### config.mk
export PLATFORM = sky130hd
export DESIGN_NAME = ps2_cmd_arbiter
export DESIGN_NICKNAME = d
export VERILOG_FILES = /design/src/rtl/ps2_cmd_arbiter.sv
export SDC_FILE = /design/constraint.sdc
export NUM_CORES = 1
export LEC_CHECK = 0
export BUFFER_PORTS_ARGS = -buffer_cell sky130_fd_sc_hd__buf_2
export CORE_MARGIN = 8
export CORE_UTILIZATION = 40
export CTS_BUF_LIST = sky130_fd_sc_hd__clkbuf_4
export DETAILED_ROUTE_END_ITERATION = 10
export GPL_TIMING_DRIVEN = 0
export SLEW_MARGIN = 25
export SYNTH_ARGS = -nofsm -noshare
export SYNTH_HDL_FRONTEND = slang
export SYNTH_SLANG_ARGS = --single-unit
export TNS_END_PERCENT = 50
### constraint.sdc
create_clock -name clk -period 2.9 [get_ports clk]
set_input_delay 0.58 -clock clk [delete_from_list [all_inputs] [get_ports clk]]
set_output_delay 0.58 -clock clk [all_outputs]
set_load 0.05 [all_outputs]
### src/rtl/ps2_cmd_arbiter.sv
// ps2_cmd_arbiter
// Round-robin arbiter that lets several command FSMs share one ps2_rxtx
// transmit path. One command byte is in flight at a time: the byte is
// written, the arbiter waits for the transmit to finish, then waits for the
// device reply. 0xFA completes with done, 0xFE or a timeout triggers a
// bounded number of resends, and any other reply fails immediately with err.
//
// Handshake: a requester raises req[i] with its byte on cmd_data[8i+7:8i]
// and holds req until it sees a one-cycle done[i] or err[i] pulse. The byte
// is captured when grant[i] rises, so cmd_data may change afterwards.
module ps2_cmd_arbiter #(
    parameter int N_REQ       = 3,
    parameter int ACK_TIMEOUT = 2000000,
    parameter int MAX_RETRY   = 3
) (
    input  logic               clk,
    input  logic               rst,
    input  logic [N_REQ-1:0]   req,
    input  logic [8*N_REQ-1:0] cmd_data,
    output logic [N_REQ-1:0]   grant,
    output logic [N_REQ-1:0]   done,
    output logic [N_REQ-1:0]   err,
    output logic [7:0]         resp_byte,
    output logic               busy,
    output logic               wr_ps2,
    output logic [7:0]         tx_data,
    input  logic               tx_done_tick,
    input  logic               rx_done_tick,
    input  logic [7:0]         rx_data,
    output logic [1:0]         state_dbg
);

    localparam int TMO_W = $clog2(ACK_TIMEOUT + 1);
    localparam int RTY_W = (MAX_RETRY < 1) ? 1 : $clog2(MAX_RETRY + 1);
    localparam int IDX_W = (N_REQ < 2) ? 1 : $clog2(N_REQ);

    localparam logic [TMO_W-1:0] TMO_MAX = TMO_W'(ACK_TIMEOUT);
    localparam logic [RTY_W-1:0] RTY_MAX = RTY_W'(MAX_RETRY);

    localparam logic [7:0] RESP_ACK    = 8'hFA;
    localparam logic [7:0] RESP_RESEND = 8'hFE;

    typedef enum logic [1:0] {
        S_IDLE     = 2'd0,
        S_SEND     = 2'd1,
        S_WAIT_TX  = 2'd2,
        S_WAIT_ACK = 2'd3
    } state_t;

    state_t             state_q, state_d;
    logic [N_REQ-1:0]   grant_q, grant_d;
    logic [N_REQ-1:0]   done_q, done_d;
    logic [N_REQ-1:0]   err_q, err_d;
    logic [7:0]         resp_q, resp_d;
    logic [7:0]         tx_data_q, tx_data_d;
    logic [RTY_W-1:0]   retry_q, retry_d;
    logic [TMO_W-1:0]   tmo_q, tmo_d;
    logic [IDX_W-1:0]   last_q, last_d;

    // Arbitration results
    logic [N_REQ-1:0]   req_avail;
    logic               pick_found;
    logic [IDX_W-1:0]   pick_idx;
    logic [7:0]         pick_cmd;
    int                 cand;

    // Transaction-ending decisions
    logic               fail;
    logic [7:0]         fail_resp;
    logic               fin_done;
    logic               fin_err;
    logic [7:0]         fin_resp;

    // Round-robin pick: search from the slot after the last winner, wrapping.
    // The requester whose done/err is pulsing right now is masked so its
    // still-high req is not mistaken for a fresh request.
    always_comb begin
        req_avail  = req & ~(done_q | err_q);
        pick_found = 1'b0;
        pick_idx   = '0;
        cand       = 0;
        for (int k = 1; k <= N_REQ; k++) begin
            cand = (int'(last_q) + k) % N_REQ;
            if (!pick_found && req_avail[cand]) begin
                pick_found = 1'b1;
                pick_idx   = IDX_W'(cand);
            end
        end
        pick_cmd = cmd_data[8*int'(pick_idx) +: 8];
    end

    // Transaction sequencer: next state, counters, and completion pulses
    always_comb begin
        state_d   = state_q;
        grant_d   = grant_q;
        done_d    = '0;
        err_d     = '0;
        resp_d    = resp_q;
        tx_data_d = tx_data_q;
        retry_d   = retry_q;
        tmo_d     = tmo_q;
        last_d    = last_q;
        fail      = 1'b0;
        fail_resp = 8'h00;
        fin_done  = 1'b0;
        fin_err   = 1'b0;
        fin_resp  = 8'h00;

        case (state_q)
            S_IDLE: begin
                if (pick_found) begin
                    grant_d   = {{(N_REQ-1){1'b0}}, 1'b1} << pick_idx;
                    tx_data_d = pick_cmd;
                    retry_d   = '0;
                    last_d    = pick_idx;
                    state_d   = S_SEND;
                end
            end

            S_SEND: begin
                tmo_d   = '0;
                state_d = S_WAIT_TX;
            end

            S_WAIT_TX: begin
                // A received byte here is not the reply to our command yet
                if (tx_done_tick) begin
                    tmo_d   = '0;
                    state_d = S_WAIT_ACK;
                end else if (tmo_q == TMO_MAX) begin
                    fail      = 1'b1;
                    fail_resp = 8'h00;
                end else begin
                    tmo_d = tmo_q + TMO_W'(1);
                end
            end

            S_WAIT_ACK: begin
                if (rx_done_tick) begin
                    if (rx_data == RESP_ACK) begin
                        fin_done = 1'b1;
                        fin_resp = rx_data;
                    end else if (rx_data == RESP_RESEND) begin
                        fail      = 1'b1;
                        fail_resp = rx_data;
                    end else begin
                        fin_err  = 1'b1;
                        fin_resp = rx_data;
                    end
                end else if (tmo_q == TMO_MAX) begin
                    fail      = 1'b1;
                    fail_resp = 8'h00;
                end else begin
                    tmo_d = tmo_q + TMO_W'(1);
                end
            end

            default: begin
                state_d = S_IDLE;
            end
        endcase

        // Resend the same byte while retries remain, otherwise give up
        if (fail) begin
            if (retry_q < RTY_MAX) begin
                retry_d = retry_q + RTY_W'(1);
                state_d = S_SEND;
            end else begin
                fin_err  = 1'b1;
                fin_resp = fail_resp;
            end
        end

        // Completion: pulse the owner, release the grant, back to IDLE
        if (fin_done || fin_err) begin
            done_d  = fin_done ? grant_q : '0;
            err_d   = fin_err ? grant_q : '0;
            resp_d  = fin_resp;
            grant_d = '0;
            state_d = S_IDLE;
        end
    end

    // State and datapath registers
    always_ff @(posedge clk or posedge rst) begin
        if (rst) begin
            state_q   <= S_IDLE;
            grant_q   <= '0;
            done_q    <= '0;
            err_q     <= '0;
            resp_q    <= 8'h00;
            tx_data_q <= 8'h00;
            retry_q   <= '0;
            tmo_q     <= '0;
            last_q    <= IDX_W'(N_REQ - 1);
        end else begin
            state_q   <= state_d;
            grant_q   <= grant_d;
            done_q    <= done_d;
            err_q     <= err_d;
            resp_q    <= resp_d;
            tx_data_q <= tx_data_d;
            retry_q   <= retry_d;
            tmo_q     <= tmo_d;
            last_q    <= last_d;
        end
    end

    assign grant     = grant_q;
    assign done      = done_q;
    assign err       = err_q;
    assign resp_byte = resp_q;
    assign tx_data   = tx_data_q;
    assign busy      = (state_q != S_IDLE);
    assign wr_ps2    = (state_q == S_SEND);
    assign state_dbg = state_q;

endmodule

### Word level (Yosys, flattened, before mapping)

Cells that the tools add are included.

* order comparisons: 4
* reduce and logical (&&, ||, !) cells: 13
* shifts and indexed selects: 2
* bitwise gates (word level): 3
* multiplexer cells: 61
* equal/unequal tests: 7
* $add $sub $neg: 5
* div/mod/pow operators: 3
* $mul: 0

Operators with widths (count)
* $lt 32x4->1 const B: 3
* $mod 32x3->32 const B: 3
* $mux 8: 10
* $mux 21: 3
* $pmux 21 s3: 1
* $mux 2: 12
* $shiftx 24x6->8: 1
* $mux 1: 23
* $add 21x1->21 const B: 1
* $eq 21x21->1 const B: 1
* $mux 3: 7
* $eq 8x8->1 const B: 2
* $add 2x2->3 const B: 2
* $bmux 1 s2: 3
* $pmux 2 s3: 1
* $reduce_and 2->1: 3
* $reduce_bool 2->1: 3
* $eq 2x2->1 const B: 2
* $add 2x1->3 const B: 1
* $and 3x3->3: 1
* $not 3->3: 1
* $or 3x3->3: 1
* $reduce_bool 3->1: 1
* $shl 1x2->3 const A: 1
* other kinds (9): 11

* bits in registers: 52
* memory bits (writable): 0
* logic and storage cells: 107
* bits in latches: 0
* bits in read-only memories: 0
* memories kept: 0

### Longest topological paths before layout

* depth in word-level cells: 18
* mapped depth: 10

### Worst setup path before layout

Ideal clock, no wire load.

* kind: register to register
* start: reg state_q[0], in the netlist state_dbg[0]
* end: reg tmo_q[15]
* data required time: 2822 ps
* path slack: 308 ps
* stages on the path, launching flop included: 9
* arrival: 2514 ps
* buffers on the path: 1
* cell sequence: dfrtp_1 > ha_1 > inv_2 > o21ai_4 > o21ai_4 > or3_1 > buf_2 > or4_1 > a21oi_1

* word-level cells in the longest chain between the ends: 3

Ends and longest elaborated chain
* start: declaration: RTL line 50 `state_t state_q, state_d;`
* start signal: assignment: RTL line 197 `state_q <= state_d;`
* $eq 2x2->1 / $eq 2x1->1 (equally long branches): RTL line 109 `case (state_q)`
* $ne 2x2->1 (no line) / $reduce_bool 3->1 (equally long branches)
* $reduce_and 2->1 (no line)
* end signal: assignment: RTL line 204 `tmo_q <= tmo_d;`
* end: declaration: RTL line 57 `logic [TMO_W-1:0] tmo_q, tmo_d;`

Parallel ways exist; a longest one is shown, timed or not.
A chain may end at the register's enable or synchronous reset.

### Worst setup path in the final report

* start: reg last_q[1]
* end: reg tx_data_q[1], in the netlist tx_data[1]

* word-level cells in the longest chain between the ends: 13

Ends and longest elaborated chain
* start: declaration: RTL line 58 `logic [IDX_W-1:0] last_q, last_d;`
* start signal: assignment: RTL line 195 `last_q <= IDX_W'(N_REQ - 1);`
* start signal: assignment: RTL line 205 `last_q <= last_d;`
* $add 2x1->3: RTL line 83 `cand = (int'(last_q) + k) % N_REQ;`
* $mod 32x3->32: RTL line 83
* $bmux 1 s2: RTL line 84 `if (!pick_found && req_avail[cand]) begin`
* $mux 1 (not written as such) (2 in series): RTL line 84
* $mux 1: RTL line 84
* $logic_not 1->1: RTL line 84
* $logic_and 1x1->1: RTL line 84
* $mux 1: RTL line 84
* $logic_not 1->1: RTL line 84
* $logic_and 1x1->1: RTL line 84
* $mux 2 / $mux 1 (equally long branches): RTL line 84
* $shiftx 24x6->8 / $reduce_and 2->1 (equally long branches)
* end signal: assignment: RTL line 202 `tx_data_q <= tx_data_d;`
* end: declaration: RTL line 55 `logic [7:0] tx_data_q, tx_data_d;`

Parallel ways exist; a longest one is shown, timed or not. The select of a mux whose other input is x is not followed.

==> run_results.csv <==
group,metric,value,unit
logic_synthesis,ys_types,57,
logic_synthesis,ys_warn_count,0,
layout,stdcell_count,495,
die,die_w,103,µm
global_route,use_met1,19.2,%
clock_network,numCtsBuffers,5,
setup_path,cp_slowest_cell,"dfstp_2",
timing,max_freq,370,MHz
die,initial_core_util,41.3,%
run_status,status,"finished, final reports clean",
logic_synthesis,synth_top_area_share,42.6,%
logic_synthesis,synth-edff-count,0,
clock_network,clkSinkCount,52,
timing,hold_viol,0,
place,gp_congestion,0.820,
layout,nFillCells,715,
job,cap_violations,0,
global_route,grt-busiest-layer,"met2",
timing,worst_slew_pin_slew,0.830,ns
logic_synthesis,synth.most_common_cell,"dfrtp_1",
timing,setup_viol,0,
timing,rsz0062_at_grt,"no",
logic_synthesis,synth-seq-cells,52,
detailed_routing,drt-vias-per-instance,5.31,
logic_synthesis,synth-async-reset-ratio,100,%
setup_path,r2r_cells,10,
detailed_routing,drtPass1Iterations,4,
timing,relSlewSlack,44.5,%
die,dieArea,10500,µm²
logic_synthesis,syn_nets,371,
clock_network,clock_latency,0.36,ns
setup_path,cp-end-kind,"flop",
clock_network,htreeDepth,2,
setup_path,critPathMaxStageDelay,0.57,ns
timing,fin_hold_ws,0.225,ns
detailed_routing,drtIter0Drc,106,
clock_network,clk_pin_slew,0.14,ns
pwr,power.density,973,nW/µm²
clock_network,cts_root_buffer,"clkbuf_4",
clock_network,cts_tree,"built",
clock_network,postCtsSetupRepairBufs,0,
global_route,use_met3,3.24,%
detailed_routing,vias,2630,
setup_path,cpMostUsedCell,"clkbuf_1",
global_route,grt_pass1_vias,2589,
logic_synthesis,synth.area.top_cells,"dfrtp_1 (43%), ha_1 (4.2%), nand2_1 (4.0%), mux2i_1 (3.3%), a21oi_1 (3.0%)",
layout,finalNetCount,445,
global_route,grt_util_met2,22.3,%
setup_path,cp.required,3.14,ns
timing,tns,0,ns
setup_path,cp.arrival,2.94,ns
logic_synthesis,ys.flop_type,"dfrtp_1",
timing,final_max_slew_viol_count,0,
logic_synthesis,syn-cell-area,3000,µm²
layout,syn2layout_area_growth,18.0,%
detailed_routing,drtAntennaViolNets,0,
min_path,hp-class,"in -> async",
clock_network,hold_buffers,0,
place,place_inst,489,
pwr,power_leakage,1.66,nW
logic_synthesis,synth-seq-area-share,43.5,%
place,hpwl,5.62,mm
place,port_buffers,67,
setup_path,cp-start-kind,"flop",
setup_path,crit_fanout,10,
layout,antenna_cells,0,
pwr,peakVddDrop,476,µV
clock_network,clk_path_buf_depth,2,
timing,period_share,93.2,%
global_route,grt_overflow,0,
setup_path,cp_num_cells,10,
die,dieHeight,103,µm
clock_network,postCtsResizedCells,0,
die,ios,68,
die,core,7250,µm²
logic_synthesis,synth_cells,322,
die,fp-row-count,31,
global_route,grt_max_degree,53,
detailed_routing,drt-total-wl,7.34,mm
setup_path,path_class,"reg -> reg",
logic_synthesis,synth_common_cells,"dfrtp_1 (51), nand2_1 (32), nor2_1 (24)",
global_route,grt_usage,14.3,%
timing,min_period,2.70,ns
timing,fin_skew,0.00545,ns
detailed_routing,avgRoutedWirePerCell,14.8,µm
setup_path,cp_cell_sequence,"inv_1 > ha_1 > clkbuf_1 > nor2b_1 > a2bb2oi_1 > o21ai_0 > o31a_1 > nand2b_1 > clkbuf_1 > o211ai_1",
global_route,antenna_found_initial,0,
global_route,grt_pass1_wl,12.1,mm
detailed_routing,drc,0,
setup_path,crit_buf_inv,3,
setup_path,critical-path-top-delay-family,"compound AO/OA/AOI/OAI gates",
logic_synthesis,syn_avg_cell_area,9.30,µm²
logic_synthesis,synth_largest_area_cell,"dfrtp_1",
layout,drive_above_1_share,23.2,%
pwr,p_total,3.44,mW
==> power breakdown <==
| group | internal, mW | switching (mW) | total [mW] | leakage (nW) |
|---|---|---|---|---|
| registers | 0.899 | 0.119 | 1.02 | 0.687 |
| logic | 0.677 | 1.44 | 2.12 | 0.946 |
| clock network | 0.0854 | 0.219 | 0.305 | 0.0261 |
| total | 1.66 | 1.78 | 3.44 | 1.66 |
==> registers in the layout, summed over array words and instances (netlist names) <==
name	count
tmo_q	21
resp_byte	8
tx_data	8
done	3
err	3
grant	3
last_q	2
retry_q	2
state_dbg	2
==> cells by family (layout without fill, tap and decap cells) <==
kind of cell    count (synthesis)  after routing  share of synthesized area, %
simple gates                  135            135                          24.5
compound gates                 72             72                          16.8
flops                          52             52                          43.5
buf+inv                        30            104                          3.93
xor+xnor                       13             13                          3.80
fa+ha+maj                      10             10                          4.18
mux                            10             10                          3.34
==> per-layer routing <==
layer | part of all wire, % | up-vias
met3 | 4.9 | 8
met1 | 48 | 1261
met4 | 1.1 | 0
met5 | 0 | -
li1 | - | 1312
met2 | 46 | 49
==> final timing paths <==
check / startpoint / to / slack (ns)
setup / recovery: last_q[1] / tx_data[1] / 0.20
hold / removal: rst / tmo_q[14] / 0.23
setup reg to reg: last_q[1] / tx_data[1] / 0.20
hold reg to reg: tx_data[0] / tx_data[0] / 0.51
max in group asynchronous: rst / last_q[1] / 2.37
min in group clk: cmd_data[20] / tx_data[4] / 0.46
==> worst reg2reg max path: stages, from the launching register on <==
cell and delay (ns):
dfstp_2 0.57, inv_1 0.05, ha_1 0.19, clkbuf_1 0.21, nor2b_1 0.19, a2bb2oi_1 0.22
o21ai_0 0.18, o31a_1 0.40, nand2b_1 0.10, clkbuf_1 0.30, o211ai_1 0.17
==> cells in the final DEF, fill, tap and decap left out, drive strengths merged, types with 3 or more instances in the layout <==
master	count
buf	72
dfrtp	51
nand2	32
nor2	24
a21oi	18
inv	18
nand3	16
o21ai	15
clkbuf	12
ha	10
mux2i	10
nor3	8
xnor2	8
o211ai	8
and3	7
nand4	7
nor2b	6
xor2	5
and4	5
a221o	5
o31ai	5
o22ai	4
or4	4
nand2b	4
nor4b	3
nor4	3
nor3b	3
and2	3
or3	3
==> stage by stage <==
stage	instance area [µm²]	utilization, %	setup WS [ns]
after floorplan	3000	-	0.308
after global placement	3450	47.6	0.124
after detailed placement	3480	48.0	0.0231
after CTS	3530	48.7	0.00833
after global routing	3540	48.7	0.0111
final	3540	48.7	0.197
==> final cells by class <==
| class | count | area, µm² | area share (%) |
|---|---|---|---|
| tap | 99 | 124 | 3.50 |
| sequential | 52 | 1300 | 36.8 |
| multi-input combinational | 240 | 1580 | 44.8 |
| clock buffer | 5 | 37.5 | 1.06 |
| buffer | 11 | 47.5 | 1.34 |
| inverter | 18 | 70.1 | 1.98 |
| timing repair buffer | 68 | 363 | 10.3 |
| clock inverter | 2 | 7.51 | 0.212 |
Power figures use the tool's default switching activity.
